==> config.mk <==
export PLATFORM = sky130hd
export DESIGN_NAME = cpu_bus_sched
export DESIGN_NICKNAME = d
export VERILOG_FILES = /design/src/rtl/cpu_bus_sched.sv
export SDC_FILE = /design/constraint.sdc
export NUM_CORES = 1
export LEC_CHECK = 0
export ABC_CLOCK_PERIOD_IN_PS = 3000
export BUFFER_PORTS_ARGS = -buffer_cell sky130_fd_sc_hd__clkbuf_2
export CORE_MARGIN = 8
export CORE_UTILIZATION = 49
export DETAILED_ROUTE_END_ITERATION = 10
export GPL_TIMING_DRIVEN = 0
export PLACE_DENSITY = 0.92
export SKIP_LAST_GASP = 1
export SYNTH_ARGS = -nofsm -noshare
export SYNTH_HDL_FRONTEND = slang
export SYNTH_SLANG_ARGS = --single-unit
==> constraint.sdc <==
create_clock -name clock -period 3 [get_ports clock]
set_input_delay 0.3 -clock clock [delete_from_list [all_inputs] [get_ports clock]]
set_output_delay 0.3 -clock clock [all_outputs]
set_load 0.02 [all_outputs]
==> src/rtl/cpu_bus_sched.sv <==
// Z80 clock-enable generator and single-port RAM time-slicer (CPU / video / host download).
// Define SCHED_STALL_CNT_EN to add the saturating stall_cnt output (frozen T-states).

module cpu_bus_sched #(
  parameter int DIV = 8,
  parameter int AW  = 16
) (
  input  logic          clock,
  input  logic          reset,
  output logic          cpu_cep,
  output logic          cpu_cen,
  input  logic          cpu_mreq,
  input  logic          cpu_rd,
  input  logic          cpu_wr,
  input  logic          cpu_rfsh,
  input  logic [AW-1:0] cpu_a,
  input  logic [7:0]    cpu_q,
  output logic [7:0]    cpu_d,
  input  logic          vid_req,
  input  logic [AW-1:0] vid_a,
  output logic          vid_ack,
  output logic [7:0]    vid_d,
  input  logic          dl_req,
  input  logic [AW-1:0] dl_a,
  input  logic [7:0]    dl_q,
  output logic          dl_ack,
  output logic [AW-1:0] ram_a,
  output logic [7:0]    ram_d,
  output logic          ram_we,
  input  logic [7:0]    ram_q,
  output logic          frozen
`ifdef SCHED_STALL_CNT_EN
  ,
  output logic [15:0]   stall_cnt
`endif
);

  localparam int PW = $clog2(DIV);
  localparam logic [PW-1:0] P_ZERO = '0;
  localparam logic [PW-1:0] P_LAST = PW'(DIV - 1);
  localparam logic [PW-1:0] P_CEN  = PW'(DIV / 2);
  localparam logic [PW-1:0] P_C    = PW'(1);
  localparam logic [PW-1:0] P_V    = PW'(DIV / 2 + 1);

  typedef enum logic [1:0] {RUN, DRAIN, FREEZE} state_t;

  state_t          state_reg, state_next;
  logic [PW-1:0]   p_reg;
  logic            wr_done_reg;
  logic            rd_pend_reg;
  logic [7:0]      cpu_d_reg;
  logic            vid_ack_reg;
  logic [7:0]      vid_d_reg;
  logic [AW-1:0]   ram_a_reg;
  logic [7:0]      ram_d_reg;

  logic            c_slot, cpu_rd_hit, cpu_wr_hit, dl_hit, vid_hit;

  // State changes that affect the enables only land on a T-state boundary.
  always_comb begin
    state_next = state_reg;
    case (state_reg)
      RUN:     if (dl_req) state_next = DRAIN;
      DRAIN:   if (!dl_req) state_next = RUN;
               else if (p_reg == P_LAST) state_next = FREEZE;
      FREEZE:  if (!dl_req && p_reg == P_LAST) state_next = RUN;
      default: state_next = RUN;
    endcase
  end

  always_comb begin
    c_slot     = !reset && p_reg == P_C && state_reg != FREEZE && !cpu_mreq && cpu_rfsh;
    cpu_rd_hit = c_slot && !cpu_rd;
    cpu_wr_hit = c_slot && !cpu_wr && !wr_done_reg;
    dl_hit     = !reset && p_reg == P_C && state_reg == FREEZE && dl_req;
    vid_hit    = !reset && p_reg == P_V && vid_req;
  end

  // Slot outputs are driven in the slot cycle itself; otherwise the bus holds.
  always_comb begin
    ram_a  = ram_a_reg;
    ram_d  = ram_d_reg;
    ram_we = 1'b0;
    dl_ack = 1'b0;
    if (vid_hit) ram_a = vid_a;
    if (cpu_rd_hit || cpu_wr_hit) ram_a = cpu_a;
    if (cpu_wr_hit) begin
      ram_d  = cpu_q;
      ram_we = 1'b1;
    end
    if (dl_hit) begin
      ram_a  = dl_a;
      ram_d  = dl_q;
      ram_we = 1'b1;
      dl_ack = 1'b1;
    end
  end

  assign cpu_cep = !reset && p_reg == P_ZERO && state_reg != FREEZE;
  assign cpu_cen = !reset && p_reg == P_CEN && state_reg != FREEZE;
  assign frozen  = (state_reg == FREEZE);
  assign cpu_d   = cpu_d_reg;
  assign vid_ack = vid_ack_reg;
  // RAM data is only valid during the ack cycle, so pass it straight through then.
  assign vid_d   = vid_ack_reg ? ram_q : vid_d_reg;

  always_ff @(posedge clock) begin
    if (reset) begin
      p_reg       <= '0;
      state_reg   <= RUN;
      wr_done_reg <= 1'b0;
      rd_pend_reg <= 1'b0;
      cpu_d_reg   <= 8'hFF;
      vid_ack_reg <= 1'b0;
      vid_d_reg   <= 8'h00;
      ram_a_reg   <= '0;
      ram_d_reg   <= 8'h00;
    end else begin
      p_reg       <= (p_reg == P_LAST) ? P_ZERO : p_reg + PW'(1);
      state_reg   <= state_next;
      ram_a_reg   <= ram_a;
      ram_d_reg   <= ram_d;
      rd_pend_reg <= cpu_rd_hit;
      vid_ack_reg <= vid_hit;
      if (cpu_wr_hit)
        wr_done_reg <= 1'b1;
      else if (cpu_mreq)
        wr_done_reg <= 1'b0;
      if (rd_pend_reg)
        cpu_d_reg <= ram_q;
      if (vid_ack_reg)
        vid_d_reg <= ram_q;
    end
  end

`ifdef SCHED_STALL_CNT_EN
  always_ff @(posedge clock) begin
    if (reset)
      stall_cnt <= 16'h0000;
    else if (state_reg == FREEZE && p_reg == P_ZERO && stall_cnt != 16'hFFFF)
      stall_cnt <= stall_cnt + 16'h0001;
  end
`endif

endmodule

==> summary.md, run 1 <==
| Metric | Value |
|---|---|
| Status | complete, no violations |
| Fin crit share | 0.895 |
| Clk sink count | 48 |
| Synthesized cell area | 0.00242 mm2 |
| Vias in the first global route | 2744 |
| Critical path data arrival time | 2.38 ns |
| Least-Margin Pin Slew | 0.503 ns |
| Cell Chain, Critical Path | ha_1, nor3b_4, nand3_2, inv_2, buf_2, nand2_1, o31ai_1, clkbuf_2 |
| TNS Setup | 0 ns |
| Total chip power | 1300 uW |
| DRC | 0 |
| CP Capture Type | output pin |
| Final hold viol count | 0 |
| Max clock buf depth | 2 |
| Routed Antenna Nets | 0 |
| Core outline area | 0.00475 mm2 |
| Cts repair resizes | 0 |
| Crit path time final | 2.68 ns |
| Num CTS Buffers | 5 |
| Die ar. | 0.00744 mm2 |
| H-tree levels | 2 |
| Pwr Density | 401 mW/mm2 |
| Core Rows | 25 |
| Final wirelength | 7.70 mm |
| Reg clk slew, reported paths | 0.09 ns |
| Die span in x | 86.3 um |
| Tightest Hold Check Type | in2reg |
| Main synth FF type | dfxtp_1 |
| Crit path from | p_reg[0]$_SDFF_PP0_ |
| M1 GR Usage | 0.219 |
| DP HPWL | 6.08 mm |
| Register-to-register setup slack | 1.07 ns |
| Worst Path Max Fanout | 10 |
| Pin count of the biggest net entering global routing | 17 |
| Die height | 86.3 um |
| Buffers & Inverters on Critical Path | 3 |
| Critical path type | reg2out |
| Fin area | 0.00324 mm2 |
| Worst flop-to-flop path startpoint | p_reg[0]$_SDFF_PP0_ |
| GRT Overall Usage | 0.200 |
| Root Driver | clkbuf_8 |
| Final slew viol count | 0 |
| GR Util met2 | 0.367 |
| Vias per Instance | 5.45 |
| Peak supply drop | 330 uV |
| Placed cells | 497 |
| Post-DP Area | 0.00313 mm2 |
| IO Port Bufs | 125 |
| Max_cap viols | 0 |
| Post-CTS setup buffer count | 0 |
| Post-synthesis sequential area ratio | 0.397 |
| Kind of cell adding the most delay to the critical path | buffers and inverters |
| Layer with the highest usage | met2 |
| Antenna violations before repair | 0 |
| Vias | 2751 |
| Syn Nets | 389 |
| RSZ-0062 raised after global routing | false |
| First-pass GRT wire length | 12.4 mm |
| Hold_ws | 0.185 ns |
| Nets | 521 |
| Synth Instances | 305 |
| Crit-path max cell delay | 0.39 ns |
| Post-CTS Hold Buffers | 0 |
| Max reg flops | 16 |
| Ys async rst share | 0 |
| Met3 usage | 0.0435 |
| Number of flops mapped to enable cells by yosys | 0 |
| Final setup viols | 0 |
| Gr ovfl total | 0 |
| Area Overhead vs Synth | 34.1% |
| DR WL/cell | 15.2 um |
| Num ports | 126 |
| Hold Crit Start | cpu_rd |
| Slew margin rel. | 0.665 |
| Crit path required time | 2.70 ns |
| TritonRoute pass-1 iters | 4 |
| Starting density of the core | 0.509 |
| Setup Skew | 0.00579 ns |
| Distinct cells, synth | 34 |
| RePlAce Congestion | 0.947 |
| CP max stage cell | dfxtp_1 |
| Syn_area_per_cell | 7.93 um2 |
| Non-filler cells, final | 505 |
| Initial drt markers | 201 |
| Clk Latency, worst-skew pair | 0.29 ns |
| LEAKAGE | 0.00147 uW |
| Share of layout cells above drive strength 1 | 0.352 |
| Synthesized flop and latch total | 48 |
| Highest Clock Rate | 373 MHz |
| CTS tree | yes |
| Startpoint types | register |
| Yosys warnings | 0 |
| Number of diodes | 0 |
[layout make-up]
class / instances / area, um2
Timing Repair Buffer: 125 / 626
Tap cell: 67 / 83.8
Multi-Input combinational cell: 231 / 1350
Clock buffer: 5 / 68.8
Buffer: 20 / 85.1
Clock inverter: 3 / 47.5
Fill cell: 421 / 1510
Inverter: 6 / 22.5
Sequential cell: 48 / 961
[power by group]
part | total, uW | switching [uW] | internal (uW)
clock | 474 | 223 | 251
combinational | 171 | 92.4 | 78.8
sequential | 657 | 7.04 | 650
total | 1300 | 322 | 980
[layer usage]
metal,wire length (um),part of all wire
met5,0,0
met4,171,0.022
met3,575,0.075
met2,3960,0.51
met1,3000,0.39
[kinds of logic after synthesis]
group | share of synthesized area
buffers and inverters | 0.0445
adder cells (fa/ha/maj) | 0.0207
flip-flops | 0.397
AND/OR/NAND/NOR | 0.274
AO/OA/AOI/OAI | 0.226
multiplexers | 0.0372
[placed cells by master (no fill, tap or decap), types with 2 or more instances in the layout]
cell	instances
o21ai_0	42
nand2_1	66
a31oi_1	8
nand3b_1	2
clkbuf_8	5
buf_2	8
clkbuf_2	125
clkbuf_1	11
o41ai_1	2
a211o_1	8
nor3_1	2
ha_1	4
and3_1	16
nor2_1	17
dfxtp_1	48
clkinv_4	2
nand4_1	2
a311oi_1	8
mux2_2	8
a21oi_1	2
nor3b_1	3
inv_1	4
nor2b_1	18
nand2b_1	2
o31ai_1	12
[synthesized netlist by cell type, types with 2 or more instances]
library cell	n	area, um2
a211o_1	8	70.1
a21oi_1	2	10.0
a311oi_1	8	70.1
a31oi_1	8	50.1
and3_1	16	100
buf_2	8	40.0
clkbuf_1	11	41.3
dfxtp_1	48	961
ha_1	4	50.1
inv_1	4	15.0
mux2_2	8	90.1
nand2_1	66	248
nand2b_1	2	12.5
nand3b_1	2	15.0
nand4_1	2	12.5
nor2_1	17	63.8
nor2b_1	18	113
nor3_1	2	10.0
nor3b_1	3	22.5
o21ai_0	42	210
o31ai_1	12	90.1
o41ai_1	2	17.5
[worst register-to-register path: cells and delay by family (launching register included)]
kind | cells | cell delay [ns]
simple gates | 3 | 0.69
fa+ha+maj | 1 | 0.21
compound gates | 1 | 0.06
buf+inv | 2 | 0.48
flops | 1 | 0.39
[per-stage QoR]
stage | util | worst slack (ns)
2_1_floorplan | - | 0.782
3_3_place_gp | 0.658 | 0.709
3_5_place_dp | 0.658 | 0.683
4_1_cts | 0.682 | 0.348
5_1_grt | 0.682 | 0.152
6_report | 0.682 | 0.316
[worst paths after layout]
path                                    end  cells after the start
hold / removal       rd_pend_reg$_SDFF_PP0_                      2
setup / recovery                   ram_a[9]                      8
hold reg to reg   state_reg[0]$_SDFFE_PP0P_                      1
setup reg to reg    ram_a_reg[8]$_SDFF_PP0_                      7
(Power assumes the default switching activity.)
==> run 2, diff against run 1 <==
==> constraint.sdc (replaced) <==
create_clock -name clock -period 3 [get_ports clock]
set_input_delay 0.6 -clock clock [delete_from_list [all_inputs] [get_ports clock]]
set_output_delay 0.6 -clock clock [all_outputs]
set_load 0.02 [all_outputs]
==> run 2 against run 1 <==
Non-clock buffer count up 6. Die area stayed put. Wire length is 5.9% higher. Register-to-register slack hardly changed. Count of clock-buffer cells in the layout unchanged. Final cell count grew 1.2%.
==> summary.md, run 2 (synthesized netlist as in run 1, its figures left out) <==
| Metric | Value |
|---|---|
| Max reg flops | 16 (unchanged) |
| TritonRoute pass-1 iters | 4 (unchanged) |
| Switching power total | 330 uW (was 322 uW) |
| Num ports | 126 (unchanged) |
| Pin count of the biggest net entering global routing | 17 (unchanged) |
| Die ar. | 0.00744 mm2 (unchanged) |
| Crit path required time | 2.40 ns (was 2.70 ns) |
| Worst flop-to-flop path startpoint | p_reg[1]$_SDFF_PP0_ (was p_reg[0]$_SDFF_PP0_) |
| Share of layout cells above drive strength 1 | 0.383 (was 0.352) |
| Crit path time final | 2.94 ns (was 2.68 ns) |
| Most common cell after layout, fill and taps aside | clkbuf_2 (unchanged) |
| DP HPWL | 6.08 mm (unchanged) |
| Clk Latency, worst-skew pair | 0.29 ns (about the same) |
| Worst r2r dst | ram_d_reg[3]$_SDFF_PP0_ (was ram_a_reg[8]$_SDFF_PP0_) |
| DRC | 0 (unchanged) |
| Vias per Instance | 5.52 (was 5.45) |
| Cell count of the worst reg-to-reg path | 7 (unchanged) |
| Die span in x | 86.3 um (unchanged) |
| Least-Margin Pin Slew | 0.519 ns (was 0.503 ns) |
| Hold Crit Start | p_reg[0]$_SDFF_PP0_ (was cpu_rd) |
| Kind of cell adding the most delay to the critical path | simple AND/OR/NAND/NOR gates (was buffers and inverters) |
| LEAKAGE | 0.00154 uW (was 0.00147 uW) |
| Fin crit share | 0.980 (was 0.895) |
| Register-to-register setup slack | 1.08 ns (was 1.07 ns) |
| Switching share of power | 0.251 (was 0.247) |
| Final setup viols | 0 (unchanged) |
| Tightest Hold Check Type | reg2reg (was in2reg) |
| Worst Path Max Fanout | 6 (was 10) |
| Routed Antenna Nets | 0 (unchanged) |
| Area Overhead vs Synth | 38.5% (was 34.1%) |
| Vias | 2822 (was 2751) |
| DR WL/cell | 16.0 um (was 15.2 um) |
| Crit-path max cell delay | 0.34 ns (was 0.39 ns) |
| Initial drt markers | 166 (was 201) |
| Peak supply drop | 329 uV (was 330 uV) |
| Most frequent cells in the layout | clkbuf_2 (123), nand2_1 (66), dfxtp_1 (47) (was clkbuf_2 (125), nand2_1 (66), dfxtp_1 (48)) |
| Core Rows | 25 (unchanged) |
| Vias in the first global route | 2744 (unchanged) |
| Buffers & Inverters on Critical Path | 4 (was 3) |
| Worst path most repeated cell | buf_4 |
| Final wirelength | 8.15 mm (was 7.70 mm) |
| H-tree levels | 2 (unchanged) |
| Cell Chain, Critical Path | inv_1, ha_2, nor3b_4, nand4_1, buf_4, buf_6, and3_1, o31ai_2, buf_4 (was ha_1, nor3b_4, nand3_2, inv_2, buf_2, nand2_1, o31ai_1, clkbuf_2) |
| Hold Path Depth | 1 (was 2) |
| Nets | 527 (was 521) |
| Starting density of the core | 0.509 (unchanged) |
| Final slew viol count | 0 (unchanged) |
| GRT Overall Usage | 0.200 (unchanged) |
| CTS tree | yes (unchanged) |
| Die height | 86.3 um (unchanged) |
| Startpoint types | register (unchanged) |
| P_int | 985 uW (was 980 uW) |
| Highest Clock Rate | 340 MHz (was 373 MHz) |
| TNS Setup | 0 ns (unchanged) |
| CP Capture Type | output pin (unchanged) |
| Register share of total power | 0.500 (was 0.505) |
| Reg clk slew, reported paths | 0.09 ns (about the same) |
| IO Port Bufs | 125 (unchanged) |
| Util after Layout | 0.705 (was 0.682) |
| Antenna violations before repair | 0 (unchanged) |
| Gr ovfl total | 0 (unchanged) |
| RePlAce Congestion | 0.947 (unchanged) |
| Comb power frac | 0.138 (was 0.131) |
| Filler cells | 407 (was 421) |
| Number of diodes | 0 (unchanged) |
| Max clock buf depth | 2 (unchanged) |
| Pwr Density | 393 mW/mm2 (was 401 mW/mm2) |
| Core outline area | 0.00475 mm2 (unchanged) |
| Max_cap viols | 0 (unchanged) |
| RSZ-0062 raised after global routing | false (unchanged) |
| Critical path data arrival time | 2.34 ns (was 2.38 ns) |
| Slew margin rel. | 0.654 (was 0.665) |
| Critical path type | reg2out (unchanged) |
| Status | complete, no violations (unchanged) |
| CP max stage cell | nor3b_4 (was dfxtp_1) |
| Clk sink count | 48 (unchanged) |
| Setup Skew | 0.00716 ns (was 0.00579 ns) |
| Hold Path End | p_reg[0]$_SDFF_PP0_ (was rd_pend_reg$_SDFF_PP0_) |
| Root Driver | clkbuf_8 (unchanged) |
| First-pass GRT wire length | 12.4 mm (unchanged) |
| Final hold viol count | 0 (unchanged) |
| Num CTS Buffers | 5 (unchanged) |
| Share of power burned in the clock network | 0.362 (was 0.364) |
[run 2: per-layer routing]
| layer | track usage | routed length [um] | part of all wire | vias up |
|---|---|---|---|---|
| met5 | 0 | 0 | 0 | - |
| li1 | - | - | - | 1361 |
| met3 | 0.0435 | 515 | 0.063 | 18 |
| met1 | 0.219 | 3200 | 0.39 | 1343 |
| met2 | 0.367 | 4230 | 0.52 | 100 |
| met4 | 0.0751 | 206 | 0.025 | 0 |
[run 2: worst register-to-register path: stages (launching register included)]
cell	delay [ns]
dfxtp_1	0.33
inv_1	0.09
ha_2	0.21
nor3b_4	0.34
and4_1	0.24
buf_2	0.21
nand2_1	0.12
a311oi_1	0.30
[run 2: how the worst max path moves through the flow]
stage | startpoint | slack [ns] | cells after the start | end
floorplan | reset | 0.42 | 5 | ram_a[9]
global placement | reset | 0.20 | 8 | ram_a[15]
detailed placement | reset | 0.17 | 8 | ram_a[15]
CTS | p_reg[0]$_SDFF_PP0_ | 0.05 | 7 | ram_a[1]
global route | p_reg[1]$_SDFF_PP0_ | 0.005 | 9 | ram_a[9]
finish | p_reg[1]$_SDFF_PP0_ | 0.06 | 9 | ram_a[9]
[run 2: layout make-up]
class                           count  area (um2)  share of cell area
Inverter                            6        28.8             0.00859
Multi-Input combinational cell    231        1380               0.413
Clock buffer                        5        68.8              0.0205
Timing Repair Buffer              131         673               0.201
Clock inverter                      3        47.5              0.0142
Tap cell                           67        83.8              0.0250
Buffer                             20         103              0.0306
Sequential cell                    48         962               0.287
[run 2: timing repair]
action                     in CTS  in global routing
setup buffers                   0                  5
setup endpoints to repair       0                 17
hold buffers                    0                  0
gates resized for setup         0                 34
[run 2: metrics by stage]
| step | total power (uW) | instances | hold slack, ns | setup WS [ns] | cell area, um2 |
|---|---|---|---|---|---|
| finish | 1320 | 511 | 0.454 | 0.0610 | 3350 |
| floorplan | 754 | 305 | 0.414 | 0.421 | 2420 |
| detailed placement | 843 | 497 | 0.445 | 0.168 | 3130 |
| CTS | 1310 | 505 | 0.461 | 0.0483 | 3240 |
| global placement | 839 | 497 | 0.428 | 0.197 | 3130 |
| global route | 1360 | 511 | 0.468 | 0.00480 | 3350 |
[run 2: power groups by stage]
stage	Combinational, uW	Sequential (uW)	Clock, uW
2_1_floorplan	80.7	673	0
3_3_place_gp	167	671	0
3_5_place_dp	171	672	0
4_1_cts	172	657	481
5_1_grt	196	659	503
6_report	181	658	476
